--- src/rtl/pbus_pkg.sv ---
// pbus_pkg: shared types and constants for the 0xC00000 peripheral-page fabric.
// Used by pbus_fabric (optional error log enabled by PBUS_ERRLOG_EN).
package pbus_pkg;

  typedef enum logic [1:0] {
    IDLE   = 2'd0,
    ACCESS = 2'd1,
    RESP   = 2'd2
  } pbus_state_e;

  localparam int unsigned DEF_NSLOT   = 8;
  localparam int unsigned DEF_SLOT_AW = 3;
  localparam int unsigned ERR_CNT_W   = 8;
  localparam int unsigned TO_CNT_W    = 8;

  // Width of a slot index; never below 1 so the select stays a legal vector.
  function automatic int unsigned slot_idx_w(input int unsigned n);
    return (n < 2) ? 1 : $clog2(n);
  endfunction

endpackage

--- src/rtl/pbus_fabric_if.sv ---
// pbus_fabric_if: Wishbone-classic slave side plus peripheral slot bus.
// slave modport is the fabric's view; master modport is the core/peripheral side.
interface pbus_fabric_if
  import pbus_pkg::*;
#(
  parameter int unsigned NSLOT   = DEF_NSLOT,
  parameter int unsigned SLOT_AW = DEF_SLOT_AW,
  parameter int unsigned AW      = 11,
  parameter int unsigned DW      = 8
) ();

  logic [AW-1:0]       wb_adr_i;
  logic [DW-1:0]       wb_dat_i;
  logic [DW-1:0]       wb_dat_o;
  logic                wb_we_i;
  logic                wb_cyc_i;
  logic                wb_stb_i;
  logic                wb_ack_o;
  logic                wb_err_o;
  logic [NSLOT-1:0]    p_stb_o;
  logic                p_we_o;
  logic [SLOT_AW-1:0]  p_adr_o;
  logic [DW-1:0]       p_dat_o;
  logic [NSLOT*DW-1:0] p_dat_i;
  logic [NSLOT-1:0]    p_ack_i;

  modport slave (
    input  wb_adr_i, wb_dat_i, wb_we_i, wb_cyc_i, wb_stb_i, p_dat_i, p_ack_i,
    output wb_dat_o, wb_ack_o, wb_err_o, p_stb_o, p_we_o, p_adr_o, p_dat_o
  );

  modport master (
    output wb_adr_i, wb_dat_i, wb_we_i, wb_cyc_i, wb_stb_i, p_dat_i, p_ack_i,
    input  wb_dat_o, wb_ack_o, wb_err_o, p_stb_o, p_we_o, p_adr_o, p_dat_o
  );

endinterface

--- src/rtl/pbus_slot_dec.sv ---
// pbus_slot_dec: combinational page-address decode into slot index, range flag
// and one-hot slot select. Only the bits above the register index are presented.
module pbus_slot_dec
  import pbus_pkg::*;
#(
  parameter int unsigned AW      = 11,
  parameter int unsigned SLOT_AW = DEF_SLOT_AW,
  parameter int unsigned NSLOT   = DEF_NSLOT
) (
  input  logic [AW-1:SLOT_AW]             adr,
  output logic [slot_idx_w(NSLOT)-1:0]    slot,
  output logic                            in_range,
  output logic [NSLOT-1:0]                onehot
);

  localparam int unsigned SW = slot_idx_w(NSLOT);

  // Slot index and its one-hot select.
  always_comb begin
    slot         = adr[SLOT_AW +: SW];
    onehot       = '0;
    onehot[slot] = 1'b1;
  end

  generate
    if (AW > SLOT_AW + SW) begin : g_range
      // Anything above the slot field must be zero to hit a peripheral.
      always_comb in_range = ~|adr[AW-1:SLOT_AW+SW];
    end else begin : g_full
      // Page holds exactly NSLOT slots, so every address decodes.
      always_comb in_range = 1'b1;
    end
  endgenerate

endmodule

--- src/rtl/pbus_fabric.sv ---
// pbus_fabric: N-slot Wishbone-classic peripheral fabric with registered read
// mux, fixed/ack-mode wait states, timeout and out-of-range bus errors.
// Optional error log (err_adr_o/err_cnt_o/err_clr_i) under `PBUS_ERRLOG_EN.
module pbus_fabric
  import pbus_pkg::*;
#(
  parameter int unsigned      NSLOT    = DEF_NSLOT,
  parameter int unsigned      SLOT_AW  = DEF_SLOT_AW,
  parameter int unsigned      AW       = 11,
  parameter int unsigned      DW       = 8,
  parameter logic [NSLOT-1:0] ACK_MASK = '0,
  parameter int unsigned      TIMEOUT  = 15
) (
  input  logic                 clk,
  input  logic                 rst,
  pbus_fabric_if.slave         bus
`ifdef PBUS_ERRLOG_EN
  ,
  output logic [AW-1:0]        err_adr_o,
  output logic [ERR_CNT_W-1:0] err_cnt_o,
  input  logic                 err_clr_i
`endif
);

  localparam int unsigned SW = slot_idx_w(NSLOT);

  pbus_state_e         state_q, state_d;
  logic [SW-1:0]       slot_q;
  logic [SW-1:0]       dec_slot;
  logic                dec_in_range;
  logic [NSLOT-1:0]    dec_onehot;
  logic [TO_CNT_W-1:0] cnt_q;
  logic [DW-1:0]       rd_slice;
  logic                latch, start_acc, fin_ok, fin_err, abort, cnt_inc;

  pbus_slot_dec #(
    .AW      (AW),
    .SLOT_AW (SLOT_AW),
    .NSLOT   (NSLOT)
  ) u_dec (
    .adr      (bus.wb_adr_i[AW-1:SLOT_AW]),
    .slot     (dec_slot),
    .in_range (dec_in_range),
    .onehot   (dec_onehot)
  );

  // State register.
  always_ff @(posedge clk or posedge rst) begin
    if (rst) state_q <= IDLE;
    else     state_q <= state_d;
  end

  // Next state and per-cycle transfer events; abort outranks any slot ack.
  always_comb begin
    state_d   = state_q;
    latch     = 1'b0;
    start_acc = 1'b0;
    fin_ok    = 1'b0;
    fin_err   = 1'b0;
    abort     = 1'b0;
    cnt_inc   = 1'b0;
    unique case (state_q)
      IDLE: begin
        if (bus.wb_cyc_i && bus.wb_stb_i) begin
          latch = 1'b1;
          if (dec_in_range) begin
            start_acc = 1'b1;
            state_d   = ACCESS;
          end else begin
            fin_err = 1'b1;
            state_d = RESP;
          end
        end
      end
      ACCESS: begin
        if (!bus.wb_cyc_i) begin
          abort   = 1'b1;
          state_d = IDLE;
        end else if (!ACK_MASK[slot_q] || bus.p_ack_i[slot_q]) begin
          fin_ok  = 1'b1;
          state_d = RESP;
        end else if (cnt_q == TO_CNT_W'(TIMEOUT - 1)) begin
          fin_err = 1'b1;
          state_d = RESP;
        end else begin
          cnt_inc = 1'b1;
        end
      end
      RESP:    state_d = IDLE;
      default: state_d = IDLE;
    endcase
  end

  // Read-data slice of the currently latched slot.
  always_comb begin
    rd_slice = '0;
    for (int unsigned k = 0; k < NSLOT; k++) begin
      if (slot_q == SW'(k)) rd_slice = bus.p_dat_i[k*DW +: DW];
    end
  end

  // Latched request, slot strobe, timeout counter and WB response registers.
  always_ff @(posedge clk or posedge rst) begin
    if (rst) begin
      slot_q       <= '0;
      cnt_q        <= '0;
      bus.p_stb_o  <= '0;
      bus.p_we_o   <= 1'b0;
      bus.p_adr_o  <= '0;
      bus.p_dat_o  <= '0;
      bus.wb_dat_o <= '0;
      bus.wb_ack_o <= 1'b0;
      bus.wb_err_o <= 1'b0;
    end else begin
      bus.wb_ack_o <= fin_ok;
      bus.wb_err_o <= fin_err;
      if (latch) begin
        slot_q      <= dec_slot;
        bus.p_we_o  <= bus.wb_we_i;
        bus.p_adr_o <= bus.wb_adr_i[SLOT_AW-1:0];
        bus.p_dat_o <= bus.wb_dat_i;
        bus.p_stb_o <= start_acc ? dec_onehot : '0;
      end
      if (fin_ok || fin_err || abort) bus.p_stb_o <= '0;
      // Latched request fields are zeroed on the way back to IDLE.
      if (state_q == RESP || abort) begin
        bus.p_we_o  <= 1'b0;
        bus.p_adr_o <= '0;
        bus.p_dat_o <= '0;
      end
      if (cnt_inc)                         cnt_q <= cnt_q + TO_CNT_W'(1);
      else if (fin_ok || fin_err || abort) cnt_q <= '0;
      if (fin_ok && !bus.p_we_o)  bus.wb_dat_o <= rd_slice;
      else if (fin_ok || fin_err) bus.wb_dat_o <= '0;
    end
  end

`ifdef PBUS_ERRLOG_EN
  logic [AW-1:0] adr_q;
  logic [AW-1:0] err_adr_src;

  // Out-of-range errors fire in the latch cycle, before adr_q is loaded.
  always_comb err_adr_src = latch ? bus.wb_adr_i : adr_q;

  // Error address capture and saturating error count; clear wins.
  always_ff @(posedge clk or posedge rst) begin
    if (rst) begin
      adr_q     <= '0;
      err_adr_o <= '0;
      err_cnt_o <= '0;
    end else begin
      if (latch)   adr_q     <= bus.wb_adr_i;
      if (fin_err) err_adr_o <= err_adr_src;
      if (err_clr_i)                     err_cnt_o <= '0;
      else if (fin_err && err_cnt_o != '1) err_cnt_o <= err_cnt_o + ERR_CNT_W'(1);
    end
  end
`endif

endmodule

--- src/flat_wrapper.sv ---
// flat-port wrapper written by rule: the top's interface ports become plain ports
module pbus_fabric_flat import pbus_pkg::*;
#(
  parameter int unsigned      NSLOT    = DEF_NSLOT,
  parameter int unsigned      SLOT_AW  = DEF_SLOT_AW,
  parameter int unsigned      AW       = 11,
  parameter int unsigned      DW       = 8,
  parameter logic [NSLOT-1:0] ACK_MASK = '0,
  parameter int unsigned      TIMEOUT  = 15
)
  (clk, rst, bus_wb_adr_i, bus_wb_dat_i, bus_wb_we_i, bus_wb_cyc_i, bus_wb_stb_i, bus_p_dat_i, bus_p_ack_i, bus_wb_dat_o, bus_wb_ack_o, bus_wb_err_o, bus_p_stb_o, bus_p_we_o, bus_p_adr_o, bus_p_dat_o);
  pbus_fabric_if #(.NSLOT(NSLOT), .SLOT_AW(SLOT_AW), .AW(AW), .DW(DW)) bus_i ();
  input  logic clk;
  input  logic rst;
  input wire logic [$bits(bus_i.wb_adr_i)-1:0] bus_wb_adr_i;
  input wire logic [$bits(bus_i.wb_dat_i)-1:0] bus_wb_dat_i;
  input wire logic [$bits(bus_i.wb_we_i)-1:0] bus_wb_we_i;
  input wire logic [$bits(bus_i.wb_cyc_i)-1:0] bus_wb_cyc_i;
  input wire logic [$bits(bus_i.wb_stb_i)-1:0] bus_wb_stb_i;
  input wire logic [$bits(bus_i.p_dat_i)-1:0] bus_p_dat_i;
  input wire logic [$bits(bus_i.p_ack_i)-1:0] bus_p_ack_i;
  output wire logic [$bits(bus_i.wb_dat_o)-1:0] bus_wb_dat_o;
  output wire logic [$bits(bus_i.wb_ack_o)-1:0] bus_wb_ack_o;
  output wire logic [$bits(bus_i.wb_err_o)-1:0] bus_wb_err_o;
  output wire logic [$bits(bus_i.p_stb_o)-1:0] bus_p_stb_o;
  output wire logic [$bits(bus_i.p_we_o)-1:0] bus_p_we_o;
  output wire logic [$bits(bus_i.p_adr_o)-1:0] bus_p_adr_o;
  output wire logic [$bits(bus_i.p_dat_o)-1:0] bus_p_dat_o;
  assign bus_i.wb_adr_i = bus_wb_adr_i;
  assign bus_i.wb_dat_i = bus_wb_dat_i;
  assign bus_i.wb_we_i = bus_wb_we_i;
  assign bus_i.wb_cyc_i = bus_wb_cyc_i;
  assign bus_i.wb_stb_i = bus_wb_stb_i;
  assign bus_i.p_dat_i = bus_p_dat_i;
  assign bus_i.p_ack_i = bus_p_ack_i;
  assign bus_wb_dat_o = bus_i.wb_dat_o;
  assign bus_wb_ack_o = bus_i.wb_ack_o;
  assign bus_wb_err_o = bus_i.wb_err_o;
  assign bus_p_stb_o = bus_i.p_stb_o;
  assign bus_p_we_o = bus_i.p_we_o;
  assign bus_p_adr_o = bus_i.p_adr_o;
  assign bus_p_dat_o = bus_i.p_dat_o;
  pbus_fabric #(.NSLOT(NSLOT), .SLOT_AW(SLOT_AW), .AW(AW), .DW(DW), .ACK_MASK(ACK_MASK), .TIMEOUT(TIMEOUT)) u_core (.clk(clk), .rst(rst), .bus(bus_i));
endmodule
--- config.mk ---
export PLATFORM = sky130hd
export DESIGN_NAME = pbus_fabric_flat
export DESIGN_NICKNAME = d
export VERILOG_FILES = /design/src/rtl/pbus_pkg.sv /design/src/rtl/pbus_fabric_if.sv /design/src/rtl/pbus_slot_dec.sv /design/src/rtl/pbus_fabric.sv /design/src/flat_wrapper.sv
export SDC_FILE = /design/constraint.sdc
export NUM_CORES = 1
export LEC_CHECK = 0
export CORE_ASPECT_RATIO = 1.2
export CORE_UTILIZATION = 38
export CTS_BUF_LIST = sky130_fd_sc_hd__clkbuf_4
export CTS_CLUSTER_SIZE = 10
export DETAILED_ROUTE_END_ITERATION = 7
export GPL_TIMING_DRIVEN = 0
export PLACE_DENSITY = 0.8
export SYNTH_ARGS = -nofsm -noshare
export SYNTH_HDL_FRONTEND = slang
export SYNTH_SLANG_ARGS = --single-unit
export TNS_END_PERCENT = 100
--- constraint.sdc ---
create_clock -name clk -period 2.16 [get_ports clk]
set_clock_uncertainty 0.1 [all_clocks]
set_input_delay 0.324 -clock clk [delete_from_list [all_inputs] [get_ports clk]]
set_output_delay 0.324 -clock clk [all_outputs]
set_load 0.01 [all_outputs]
==> flow_metrics.py, run 1 <==
metrics = {
    "clock_network": {
        "cts_sinks": 35,
        "ctsResizeCount": 0,
        "cts_setup_buffers": 0,
        "ctsHtreeMaxLevel": 2,
        "clk_latency_ns": 0.33,
        "cts_buffer_depth": 2,
        "cts_tree": "done",
        "cts_root_buf": "clkbuf_4",
        "clk_pin_slew_ns": 0.10,
        "cts_hold_buf": 0,
        "cts_buffers": 5,
    },
    "floorplanning": {
        "start_util_pct": 40.4,
        "std_cell_rows": 28,
        "io_pins": 126,
        "dieWidth_um": 68.9,
        "die-area_sq_um": 5660,
        "dieHeight_um": 82.3,
        "fp.coreArea_sq_um": 5040,
    },
    "synthesis": {
        "yosys.area_share.xor_xnor_pct": 0,
        "synth_fa_ha_area_share_pct": 0,
        "synth_top_family_by_area": "compound AO/OA/AOI/OAI gates",
        "synth_compound_area_share_pct": 20.7,
        "ys_ff_latch": 35,
        "ys.flop_type": "dfrtp_1",
        "syn-mean-instance-area_sq_um": 9.15,
        "yosysSeqAreaShare_pct": 42.9,
        "syn-cell-area_sq_um": 2040,
        "synth_cell_types": 41,
        "syn-num-nets": 319,
        "async_reset_ff_share_pct": 100,
        "syn_inst": 223,
        "synth-edff-count": 0,
        "synth-simple-area-share_pct": 20.2,
        "yosysWarningCount": 0,
        "synthMuxAreaShare_pct": 11.1,
    },
    "pwr": {
        "clkPwrFrac_pct": 19.3,
        "p_sw_w": 0.000528,
        "combPwrFrac_pct": 38.0,
        "pwr_density_cell_nw_per_um2": 506,
        "ir_worst_vdd_v": 0.000383,
        "sequentialPowerShare_pct": 42.7,
        "p_leak_nw": 1.40,
        "intPower_w": 0.00117,
        "switching_share_pct": 31.1,
    },
    "drt": {
        "first_pass_iters": 4,
        "routed_wl_mm": 6.41,
        "num_vias": 2159,
        "viasPerCell": 5.29,
        "antenna_left": 0,
        "drt-initial-drc-count": 84,
        "drc": 0,
        "wl_per_cell_um": 15.7,
    },
    "finish": {
        "ff_latch_area_sq_um": 876,
        "drive_above_1_share_pct": 7.18,
        "diodes": 0,
        "multi_input_area_sq_um": 1060,
        "nNetsFinal": 444,
        "fill_cells": 442,
        "area_delta_synth_final_pct": 64.4,
        "final_util_pct": 66.4,
    },
    "worst_setup_path": {
        "crit_path_end_kind": "flop",
        "r2r_start": "u_core.slot_q[0]",
        "path_max_fanout": 6,
        "worstPathArrival_ns": 2.11,
        "critPathKind": "input port to flop",
        "start_kind": "input port",
        "startpoint": "bus_wb_cyc_i",
        "cp.required_ns": 2.34,
    },
    "sta": {
        "finalWorstSetupSlack_ns": 0.228,
        "hold_viol": 0,
        "slew_violations": 0,
        "max_freq_mhz": 518,
        "slew_headroom_pct": 57.2,
        "worstMarginPinSlew_ns": 0.634,
        "setup_viol": 0,
        "post-route-period-util_pct": 89.5,
        "final.min_clock_period_ns": 1.93,
        "rsz0062_at_grt": "false",
    },
    "grt": {
        "track_usage_pct": 23.5,
        "grt_pass1_vias": 2122,
        "grt_max_degree": 36,
        "grt_pass1_wl_mm": 9.80,
        "grt-ovfl-total": 0,
        "grt_antenna_before_repair": 0,
    },
    "worst_hold_path": {
        "min_path_type": "input port to async pin",
    },
    "status": {
        "status": "finished, final reports clean",
    },
    "place": {
        "pre_cts_ws_ns": -0.147,
        "io_buffer_count": 117,
        "dp_hpwl_mm": 4.98,
        "gp_congestion": 0.824,
    },
    "job": {
        "drv_cap": 0,
    },
}
state kept, by name, indices dropped and copies added, names as in the netlist:
name / flops
u_core.slot_q: 3
u_core.bus.p_we_o: 1
u_core.bus.wb_dat_o: 8
u_core.bus.wb_err_o: 1
u_core.state_q: 2
u_core.bus.wb_ack_o: 1
u_core.bus.p_dat_o: 8
u_core.bus.p_adr_o: 3
u_core.bus.p_stb_o: 8
path summary, 6_finish.rpt:
path | cells after the start | slack [ns] | endpoint
min in group clk | 2 | 0.39 | u_core.bus.p_dat_o[1]
worst max register to register | 6 | 0.33 | u_core.bus.wb_dat_o[3]
worst min register to register | 2 | 0.39 | u_core.bus.p_dat_o[1]
worst max-delay path | 5 | 0.23 | u_core.bus.wb_dat_o[1]
worst min-delay path | 2 | 0.12 | u_core.bus.p_dat_o[0]
max in group asynchronous | 3 | 1.42 | u_core.bus.p_adr_o[1]
Yosys cell counts, types with 2 or more instances:
| cell type | number | area share [%] |
|---|---|---|
| dfrtp_1 | 35 | 43 |
| nand2_1 | 34 | 6.3 |
| o21ai_0 | 26 | 6.4 |
| nor2_1 | 21 | 3.9 |
| mux2i_1 | 17 | 8.3 |
| nand2b_1 | 7 | 2.1 |
| a22oi_1 | 6 | 2.2 |
| buf_2 | 6 | 1.5 |
| clkbuf_1 | 6 | 1.1 |
| inv_1 | 6 | 1.1 |
| a21oi_1 | 5 | 1.2 |
| a221oi_1 | 5 | 2.1 |
| a21boi_0 | 4 | 1.5 |
| a221o_1 | 4 | 2.0 |
| o22ai_1 | 4 | 1.2 |
| o2bb2ai_1 | 4 | 1.7 |
| nand3b_1 | 3 | 1.1 |
| nor3_1 | 3 | 0.74 |
| mux4_2 | 2 | 2.2 |
| nand3_1 | 2 | 0.49 |
| nand4_1 | 2 | 0.61 |
| nor3b_1 | 2 | 0.74 |
power by group through the flow:
stage / Sequential [W] / Clock, W / Combinational (W)
after floorplan: 0.000753 / 0 / 0.000301
after global routing: 0.000731 / 0.000362 / 0.000703
after global placement: 0.000736 / 0 / 0.000633
after detailed placement: 0.000737 / 0 / 0.000640
final: 0.000724 / 0.000327 / 0.000644
after CTS: 0.000724 / 0.000331 / 0.000644
critical path: stages:
cell	delay, ns
clkdlybuf4s50_1	0.56
nor4bb_1	0.61
nand3_1	0.28
nor2_1	0.18
a221o_1	0.14
kinds of logic (layout without fill, tap and decap cells):
logic type,Yosys count,after routing
AOI/OAI and AO/OA,64,64
buffers and inverters,22,147
DFF,35,35
muxes,20,20
and+or+nand+nor,82,82
final cells by class:
type,count,share of cell area [%]
timing repair buffer,118,35.5
inverter,6,0.672
sequential,35,26.1
buffer,16,2.39
clock buffer,5,1.12
clock inverter,2,0.261
multi-input combinational,166,31.7
tap,60,2.24
stage by stage:
step	power [W]	hold slack, ns	instances	TNS (ns)	instance area, sq um
floorplan	0.00105	0.297	223	0	2040
global placement	0.00137	0.362	400	-0.297	3290
detailed placement	0.00138	0.369	400	-0.428	3290
CTS	0.00170	0.393	407	0	3330
global route	0.00180	0.139	408	0	3350
finish	0.00169	0.124	408	0	3350
per-layer routing:
layer | share of wire (%) | track usage (%)
met4 | 1.4 | 7.76
met3 | 6.6 | 4.12
met5 | 0 | 0
met1 | 39 | 27.4
met2 | 53 | 42.4
cells in the final DEF (no fill, tap or decap), types with 3 or more instances in the layout:
cell             Yosys  routed
a21boi_0             4       4
a21oi_1              5       5
a221o_1              4       4
a221oi_1             5       5
a22oi_1              6       6
buf_2                6       6
clkbuf_1             6       6
clkbuf_4             0       5
clkdlybuf4s50_1      0     117
dfrtp_1             35      35
inv_1                6       5
mux2i_1             17      17
nand2_1             34      34
nand2b_1             7       7
nand3b_1             3       3
nor2_1              21      21
nor3_1               3       3
o21ai_0             26      26
o22ai_1              4       4
o2bb2ai_1            4       4
Note: power is estimated with default switching activity, not from simulation.
==> run 2: changes to the inputs <==
--- a/config.mk
+++ b/config.mk
@@ -6,13 +6,14 @@
 export NUM_CORES = 1
 export LEC_CHECK = 0
 export CORE_ASPECT_RATIO = 1.2
-export CORE_UTILIZATION = 38
+export CORE_UTILIZATION = 39
 export CTS_BUF_LIST = sky130_fd_sc_hd__clkbuf_4
 export CTS_CLUSTER_SIZE = 10
 export DETAILED_ROUTE_END_ITERATION = 7
 export GPL_TIMING_DRIVEN = 0
-export PLACE_DENSITY = 0.8
+export PLACE_DENSITY = 0.81
 export SYNTH_ARGS = -nofsm -noshare
 export SYNTH_HDL_FRONTEND = slang
+export SYNTH_HIERARCHICAL = 1
 export SYNTH_SLANG_ARGS = --single-unit
 export TNS_END_PERCENT = 100
==> run 2 against run 1 <==
Compared with the run above: setup slack improved by 0.038 ns; die area rose by 2.5%; critical path type unchanged; design area rose by 3.7%; sequential share of layout area fell by 0.93 points; largest power group unchanged; combinational power rose by 0.6%; first-iteration DRC count fell by 14%; hold slack improved by 0.20 ns; clock-buffer cell count did not move; global-route usage fell by 2.8 points; total power rose by 6.9%.
==> flow_metrics.py, run 2 <==
metrics = {
    "synthesis": {
        "netlist_top_cells_count": "nand2_1 (36), dfrtp_1 (35), mux2i_1 (19), a21oi_1 (17), nor2_1 (14)",
        "syn-mean-instance-area_sq_um": 9.80,
        "syn-cell-area_sq_um": 2150,
        "synth_cell_types": 38,
        "syn_inst": 219,
        "yosysWarningCount": 6,
        "async_reset_ff_share_pct": 100,
        "synth_most_common_cell": "nand2_1",
        "post_synth_main_area_contributors": "dfrtp_1 (41%), mux2i_1 (8.9%), nand2_1 (6.3%), a22o_1 (4.5%), a21oi_1 (4.0%)",
        "synth_top_area_share_pct": 40.8,
        "yosys.area.top_type": "dfrtp_1",
        "yosysSeqAreaShare_pct": 40.8,
        "synth-edff-count": 0,
        "ys.flop_type": "dfrtp_1",
        "ys_ff_latch": 35,
        "syn-num-nets": 315,
    },
    "job": {
        "drv_cap": 0,
    },
    "finish": {
        "reg.largest.list": "u_core/bus.p_dat_o (8), u_core/bus.p_stb_o (8), u_core/bus.wb_dat_o (8)",
        "mostFrequentLayoutCell": "clkdlybuf4s50_1",
        "diodes": 0,
        "final_util_pct": 65.6,
        "drive_above_1_share_pct": 10.8,
        "final_cell_mix": "clkdlybuf4s50_1 (117), nand2_1 (36), dfrtp_1 (35)",
        "final_cells": 406,
        "area_delta_synth_final_pct": 61.9,
        "nNetsFinal": 439,
    },
    "worst_setup_path": {
        "crit_path_end_kind": "flop",
        "cpLargestDelayFamily": "simple AND/OR/NAND/NOR gates",
        "start_kind": "input port",
        "worstPathCellList": "clkdlybuf4s50_1 > or4_1 > nor2_1 > nor2b_1 > o21ai_2 > a221o_1",
        "crit_buf_inv": 1,
        "crit_cells": 6,
        "critPathKind": "input port to flop",
        "slowest_delay_ns": 0.51,
        "path_max_fanout": 9,
        "reg2reg_slack_ns": 0.48,
        "worstRegToRegCells": 5,
        "r2r_start": "u_core/slot_q[0]",
        "cp.required_ns": 2.34,
        "r2r_end": "u_core/bus.wb_dat_o[0]",
        "startpoint": "bus_wb_adr_i[6]",
        "worstPathArrival_ns": 2.07,
        "crit_end": "u_core/bus.wb_dat_o[3]",
        "slowest_stage": "or4_1",
    },
    "sta": {
        "slew_violations": 0,
        "setup_viol": 0,
        "setup_tns_ns": 0,
        "finalWorstSetupSlack_ns": 0.266,
        "rsz0062_at_grt": "false",
        "post-route-period-util_pct": 87.7,
        "slew_headroom_pct": 52.1,
        "max_freq_mhz": 528,
        "hold_viol": 0,
        "worstMarginPinSlew_ns": 0.718,
        "final.min_clock_period_ns": 1.89,
    },
    "floorplanning": {
        "die-area_sq_um": 5810,
        "std_cell_rows": 29,
        "start_util_pct": 40.5,
        "fp.coreArea_sq_um": 5300,
        "io_pins": 126,
        "dieWidth_um": 69.7,
        "dieHeight_um": 83.3,
    },
    "clock_network": {
        "cts_buffer_depth": 2,
        "cts_tree": "done",
        "cts_root_buf": "clkbuf_4",
        "cts_buffers": 5,
        "ctsHtreeMaxLevel": 2,
        "clk_pin_slew_ns": 0.11,
        "cts_setup_buffers": 0,
        "cts_sinks": 35,
        "clk_latency_ns": 0.33,
    },
    "place": {
        "dp.cells": 398,
        "pre_cts_ws_ns": -0.333,
        "io_buffer_count": 117,
        "dp_hpwl_mm": 4.58,
        "gp_congestion": 0.803,
    },
    "drt": {
        "antenna_left": 0,
        "routed_wl_mm": 5.94,
        "drc": 0,
        "wl_per_cell_um": 14.6,
        "viasPerCell": 5.22,
        "drt-initial-drc-count": 72,
        "num_vias": 2119,
        "first_pass_iters": 6,
    },
    "grt": {
        "grt_pass1_wl_mm": 9.80,
        "track_usage_pct": 20.7,
        "grt_antenna_before_repair": 0,
        "grt_max_degree": 36,
        "grt_pass1_vias": 2089,
        "grt-ovfl-total": 0,
    },
    "pwr": {
        "pwr_density_cell_nw_per_um2": 521,
        "p_leak_nw": 1.49,
        "ir_worst_vdd_v": 0.000456,
        "power_w": 0.00181,
    },
    "status": {
        "status": "finished, final reports clean",
    },
    "worst_hold_path": {
        "min_path_type": "input port to async pin",
    },
}
## run 2: cell count changes after synthesis, moves of 5 or more
| cell | change |
|---|---|
| a22o_1 | +10 |
| a22oi_1 | -6 |
| nor2b_1 | +10 |
| o221ai_1 | +5 |
| a21oi_1 | +12 |
| o21ai_0 | -26 |
| nand2b_1 | -5 |
| nor2_1 | -7 |
## run 2: how the worst min path moves through the flow
| stage | from | to | slack (ns) |
|---|---|---|---|
| after floorplan | bus_wb_adr_i[1] | u_core/bus.p_adr_o[1] | 0.35 |
| after global placement | u_core/bus.wb_dat_o[6] | u_core/bus.wb_dat_o[6] | 0.38 |
| after detailed placement | u_core/bus.p_stb_o[5] | u_core/bus.p_stb_o[5] | 0.38 |
| after CTS | bus_wb_dat_i[2] | u_core/bus.p_dat_o[2] | 0.41 |
| after global routing | rst | u_core/state_q[1] | 0.39 |
| final | rst | u_core/bus.wb_dat_o[7] | 0.32 |
## run 2: final cells by class
| type | count | area, sq um |
|---|---|---|
| fillers | 446 | 1820 |
| flip-flops and latches | 35 | 876 |
| inverters | 2 | 7.51 |
| repair buffers | 117 | 1170 |
| clock inverters | 3 | 38.8 |
| multi-input cells | 162 | 1120 |
| clock buffers | 5 | 37.5 |
| well taps | 62 | 77.6 |
| plain buffers | 20 | 151 |
## run 2: repair_timing
action,4_1_cts,5_1_grt
hold buffers,0,0
gates resized for setup,0,1
endpoints found under the hold margin,0,0
endpoints found under the setup margin,0,8
## run 2: through the flow
stage	instance area (sq um)	hold WS, ns
6_report	3480	0.322
2_1_floorplan	2150	0.351
4_1_cts	3470	0.414
5_1_grt	3480	0.388
3_5_place_dp	3400	0.384
3_3_place_gp	3400	0.378
## run 2: layer usage
layer	part of all wire [%]	vias up	track usage, %
li1	-	1036	-
met1	41	996	25.2
met2	51	83	36.4
met3	7.8	4	5.83
met4	0.61	0	4.36
met5	0	-	0
## run 2: cell families (layout without fill, tap and decap cells)
| group | Yosys count | count (layout) | share of synthesized area [%] |
|---|---|---|---|
| buf+inv | 22 | 147 | 7.40 |
| flops | 35 | 35 | 40.8 |
| compound gates | 51 | 51 | 17.8 |
| mux | 25 | 25 | 13.6 |
| simple gates | 86 | 86 | 20.4 |
## run 2: power by group
group | leakage, nW | switching [W] | total [W] | internal, W
registers | 0.473 | 0.0000286 | 0.000721 | 0.000693
clock network | 0.0426 | 0.000206 | 0.000444 | 0.000238
logic | 0.973 | 0.000267 | 0.000648 | 0.000381
total | 1.49 | 0.000501 | 0.00181 | 0.00131
==> run 3: changes to the inputs <==
--- a/config.mk
+++ b/config.mk
@@ -12,6 +12,7 @@
 export DETAILED_ROUTE_END_ITERATION = 7
 export GPL_TIMING_DRIVEN = 0
 export PLACE_DENSITY = 0.81
+export SKIP_LAST_GASP = 1
 export SYNTH_ARGS = -nofsm -noshare
 export SYNTH_HDL_FRONTEND = slang
 export SYNTH_HIERARCHICAL = 1
==> results of run 3 <==
Final layout, timing and power as in run 2 (identical DEF).
